===== src/rtl/fifo_stream_reader.sv =====
// Drains a registered-output FIFO into a valid/ready stream through a 3-word skid buffer.
// Optional transfer counter enabled by defining FIFO_STREAM_READER_COUNT_EN.
module fifo_stream_reader #(
    parameter int data_word_size_g = 8,
    parameter int count_width_g    = 32
) (
    input  logic                        clk_i,
    input  logic                        rst_i,
    input  logic                        clk_en_i,
    input  logic                        fifo_r_empty_i,
    input  logic [data_word_size_g-1:0] fifo_r_data_i,
    output logic                        fifo_r_en_o,
    output logic [data_word_size_g-1:0] m_data_o,
    output logic                        m_valid_o,
    input  logic                        m_ready_i,
    output logic [count_width_g-1:0]    m_count_o
);

    logic [data_word_size_g-1:0] buf_q [3];
    logic [1:0] wr_ptr;
    logic [1:0] rd_ptr;
    logic [1:0] occ;
    logic       inflight;
    logic       capture;
    logic       transfer;

    function automatic logic [1:0] next_ptr(input logic [1:0] p);
        return (p == 2'd2) ? 2'd0 : p + 2'd1;
    endfunction

    // A read is only issued when the word it returns is guaranteed a free slot.
    assign fifo_r_en_o = ~rst_i & clk_en_i & ~fifo_r_empty_i &
                         (({1'b0, occ} + {2'b00, inflight}) < 3'd3);
    assign m_valid_o   = (occ != 2'd0);
    assign m_data_o    = m_valid_o ? buf_q[rd_ptr] : '0;
    assign capture     = clk_en_i & inflight;
    assign transfer    = clk_en_i & m_valid_o & m_ready_i;

    always_ff @(posedge clk_i or posedge rst_i) begin
        if (rst_i) begin
            for (int i = 0; i < 3; i++) begin
                buf_q[i] <= '0;
            end
            wr_ptr   <= 2'd0;
            rd_ptr   <= 2'd0;
            occ      <= 2'd0;
            inflight <= 1'b0;
        end else if (clk_en_i) begin
            inflight <= fifo_r_en_o;
            if (capture) begin
                buf_q[wr_ptr] <= fifo_r_data_i;
                wr_ptr        <= next_ptr(wr_ptr);
            end
            if (transfer) begin
                rd_ptr <= next_ptr(rd_ptr);
            end
            case ({capture, transfer})
                2'b10:   occ <= occ + 2'd1;
                2'b01:   occ <= occ - 2'd1;
                default: occ <= occ;
            endcase
        end
    end

`ifdef FIFO_STREAM_READER_COUNT_EN
    logic [count_width_g-1:0] count_q;

    always_ff @(posedge clk_i or posedge rst_i) begin
        if (rst_i) begin
            count_q <= '0;
        end else if (transfer) begin
            count_q <= count_q + 1'b1;
        end
    end

    assign m_count_o = count_q;
`else
    assign m_count_o = '0;
`endif

endmodule


===== config.mk =====
export PLATFORM = sky130hd
export DESIGN_NAME = fifo_stream_reader
export DESIGN_NICKNAME = d
export VERILOG_FILES = /design/src/rtl/fifo_stream_reader.sv
export SDC_FILE = /design/constraint.sdc
export NUM_CORES = 1
export LEC_CHECK = 0
export CAP_MARGIN = 20
export CORE_MARGIN = 2
export CORE_UTILIZATION = 55
export CTS_BUF_LIST = sky130_fd_sc_hd__clkbuf_8 sky130_fd_sc_hd__clkbuf_16
export DETAILED_ROUTE_END_ITERATION = 10
export DONT_BUFFER_PORTS = 1
export GPL_TIMING_DRIVEN = 0
export PLACE_DENSITY = 0.73
export SLEW_MARGIN = 20
export SYNTH_ARGS = -nofsm -noshare
export SYNTH_HDL_FRONTEND = slang
export SYNTH_SLANG_ARGS = --single-unit
export TNS_END_PERCENT = 30

===== constraint.sdc =====
create_clock -name clk_i -period 2.2 [get_ports clk_i]
set_input_delay 0.44 -clock clk_i [delete_from_list [all_inputs] [get_ports clk_i]]
set_output_delay 0.44 -clock clk_i [all_outputs]
set_load 0.01 [all_outputs]

==> flow_summary.ini <==
[cells_and_area]
multi_input_area_um2 = 833
fin_nets = 208
antennaDiodeCount = 0
regArea_um2 = 777
drive_gt1_frac = 0.446
nFillCells = 232
utilization = 0.682
syn2layout_area_growth_pct = 19.1
final_cells = 237

[sta]
setup_viol = 0
slew_headroom = 0.499
fin_setup_tns_ns = 0
tightest_slew_ns = 0.748
fin_crit_sh = 0.975
clock.fmax_mhz = 466
slew_violations = 0
period_minus_slack_ns = 2.15
fin_ws_ns = 0.0547
hold_viol_final = 0
fin_skew_ns = 0.00384
rsz0062_at_grt = yes

[setup_path]
reg2reg_slack_ns = 0.40
r2r-start = occ[0]
crit_required_ns = 1.76
r2r-end = occ[1]
crit_type = register to output port
cp-startpoint = inflight
critical_path.endpoint_type = output port
arrival_ns = 1.71
reg2reg_depth = 7
crit_fanout = 2
startpoint_type = register

[synthesis]
syn_area_per_cell_um2 = 11.5
yosys_warnings = 0
syn_area_um2 = 1730
synthTopCellsByArea = dfrtp_1 45%, mux2_2 16%, buf_4 15%
ys_ff_latch = 31
synth_cell_types = 25
synth_top_area_cell = dfrtp_1
yosysSeqAreaShare = 0.447
synthCells = 151
yosysTopAreaCellShare = 0.447

[clock_network]
clockBufferDepth = 2
clockRootBuffer = clkbuf_8
hold_buffers = 0
clock-sinks = 31
tritoncts = done
numCtsBuffers = 5
htree_num_levels = 2
clkTransAtPathRegs_ns = 0.06
clkLatencyLatePin_ns = 0.28

[route]
drt-pass1-iter-count = 3
wl_per_cell_um = 12.8
wirelength_um = 3030
via_per_inst = 4.62
drtIter0Drc = 12
drc = 0
ant_nets = 0
vias = 1096

[die]
io_pins = 55
die_y_um = 60.2
num_rows = 20
core_area_um2 = 3030
dieArea_um2 = 3620
start_util = 0.573
die_w_um = 60.2

[grt]
grt_max_degree = 32
overflow = 0
grt_antenna_before_repair = 0
grt_pass1_vias = 1079
groute.usage.overall = 0.190
grt_pass1_wl_um = 4790

[power]
peakVddDrop_mv = 0.774
swShare = 0.344
clkPwrFrac = 0.192
power.leakage_nw = 1.07
p_comb_frac = 0.405
seqPwrFrac = 0.404
p_per_area_nw_per_um2 = 1200
p_switching_uw = 853
p_int_mw = 1.62
finalPower_mw = 2.48

[job]
maxCapViolCount = 0

[place]
place.gp.congestion = 0.704
hpwl_um = 2180
place_worst_setup_slack_ns = 0.226
dp_cells = 226
port_buffers = 0

[hold_path]
min_path_type = input port to async pin

[run_status]
status = complete, no violations
power groups by stage:
| stage | logic [mW] | registers, mW | clock network [mW] |
|---|---|---|---|
| 2_1_floorplan | 0.787 | 0.964 | 0 |
| 3_3_place_gp | 0.890 | 0.987 | 0 |
| 3_5_place_dp | 0.925 | 1.01 | 0 |
| 4_1_cts | 0.966 | 0.988 | 0.483 |
| 5_1_grt | 1.12 | 1.03 | 0.509 |
| 6_report | 1.00 | 1.00 | 0.475 |
cells in the final DEF (no fill, tap or decap), drive strengths merged:
cell	count
nor3	2
nor2b	1
clkbuf	9
ha	3
a2bb2oi	1
or2	7
buf	37
o211ai	1
nand4b	2
xnor2	2
mux2i	8
conb	32
a21oi	8
dfrtp	31
mux2	25
xor2	1
or4b	1
inv	5
nand2b	1
nor2	3
nand2	10
a21o	3
worst max-delay path, cell delays in order, from the launching register on:
cell and delay (ns):
dfrtp_2 0.43, ha_4 0.17, ha_4 0.14, or4b_4 0.52
a21oi_4 0.17
worst max path at each step:
stage / slack (ns) / depth (start not counted) / endpoint
after floorplan: 0.33 / 4 / fifo_r_en_o
after global placement: 0.28 / 4 / fifo_r_en_o
after detailed placement: 0.23 / 4 / fifo_r_en_o
after CTS: 0.01 / 4 / fifo_r_en_o
after global routing: -0.004 / 4 / fifo_r_en_o
final: 0.05 / 4 / fifo_r_en_o
synthesized netlist by cell type:
cell type and n:
nor3_1 1, nand2_2 1, xnor2_1 2, ha_1 3
or2_2 7, mux2i_1 8, nand2b_1 1, nor3_4 1
xor2_1 1, nor2_1 3, a2bb2oi_1 1, a21o_1 3
buf_4 34, a21oi_2 1, conb_1 1, a21oi_1 7
mux2_2 25, nor2b_1 1, nand4b_2 2, clkbuf_1 2
nand2_1 9, o211ai_1 1, dfrtp_1 31, or4b_1 1
inv_1 4
state kept, by name (all words and copies together), names as in the netlist:
name	cells
buf_q	24
inflight	1
occ	2
rd_ptr	2
wr_ptr	2
per-layer routing:
layer / part of all wire / up-vias / track usage
met4: 0.017 / 0 / 0.0667
met2: 0.53 / 44 / 0.354
met1: 0.36 / 524 / 0.186
met3: 0.084 / 6 / 0.0758
li1: - / 522 / -
met5: 0 / - / 0
per-stage QoR:
| stage | hold slack [ns] | instance area (um^2) |
|---|---|---|
| after global routing | 0.165 | 2070 |
| after global placement | 0.487 | 1910 |
| after detailed placement | 0.494 | 1910 |
| after floorplan | 0.479 | 1850 |
| final | 0.119 | 2070 |
| after CTS | 0.303 | 2020 |
repair_timing:
action / 4_1_cts / 5_1_grt
hold endpoints to repair: 0 / 0
setup endpoints to repair: 1 / 1
gates resized for setup: 1 / 6
pin swaps: 0 / 2
buffers inserted: 2 / 1
final cells by class:
cell class,instances,area share
Sequential cell,31,0.376
Multi-Input combinational cell,111,0.403
Buffer,36,0.127
Clock inverter,1,0.00182
Timing Repair Buffer,3,0.0109
Clock buffer,7,0.0466
Inverter,4,0.00727
Tap cell,44,0.0267
cell families after synthesis:
family	synth area share
xor gates and xnor gates	0.0152
adders and majority gates	0.0216
other	0.00216
DFF	0.447
and+or+nand+nor	0.0974
muxes	0.209
AOI/OAI and AO/OA	0.0476
buffers and inverters	0.160
Note: power is estimated with default switching activity, not from simulation.
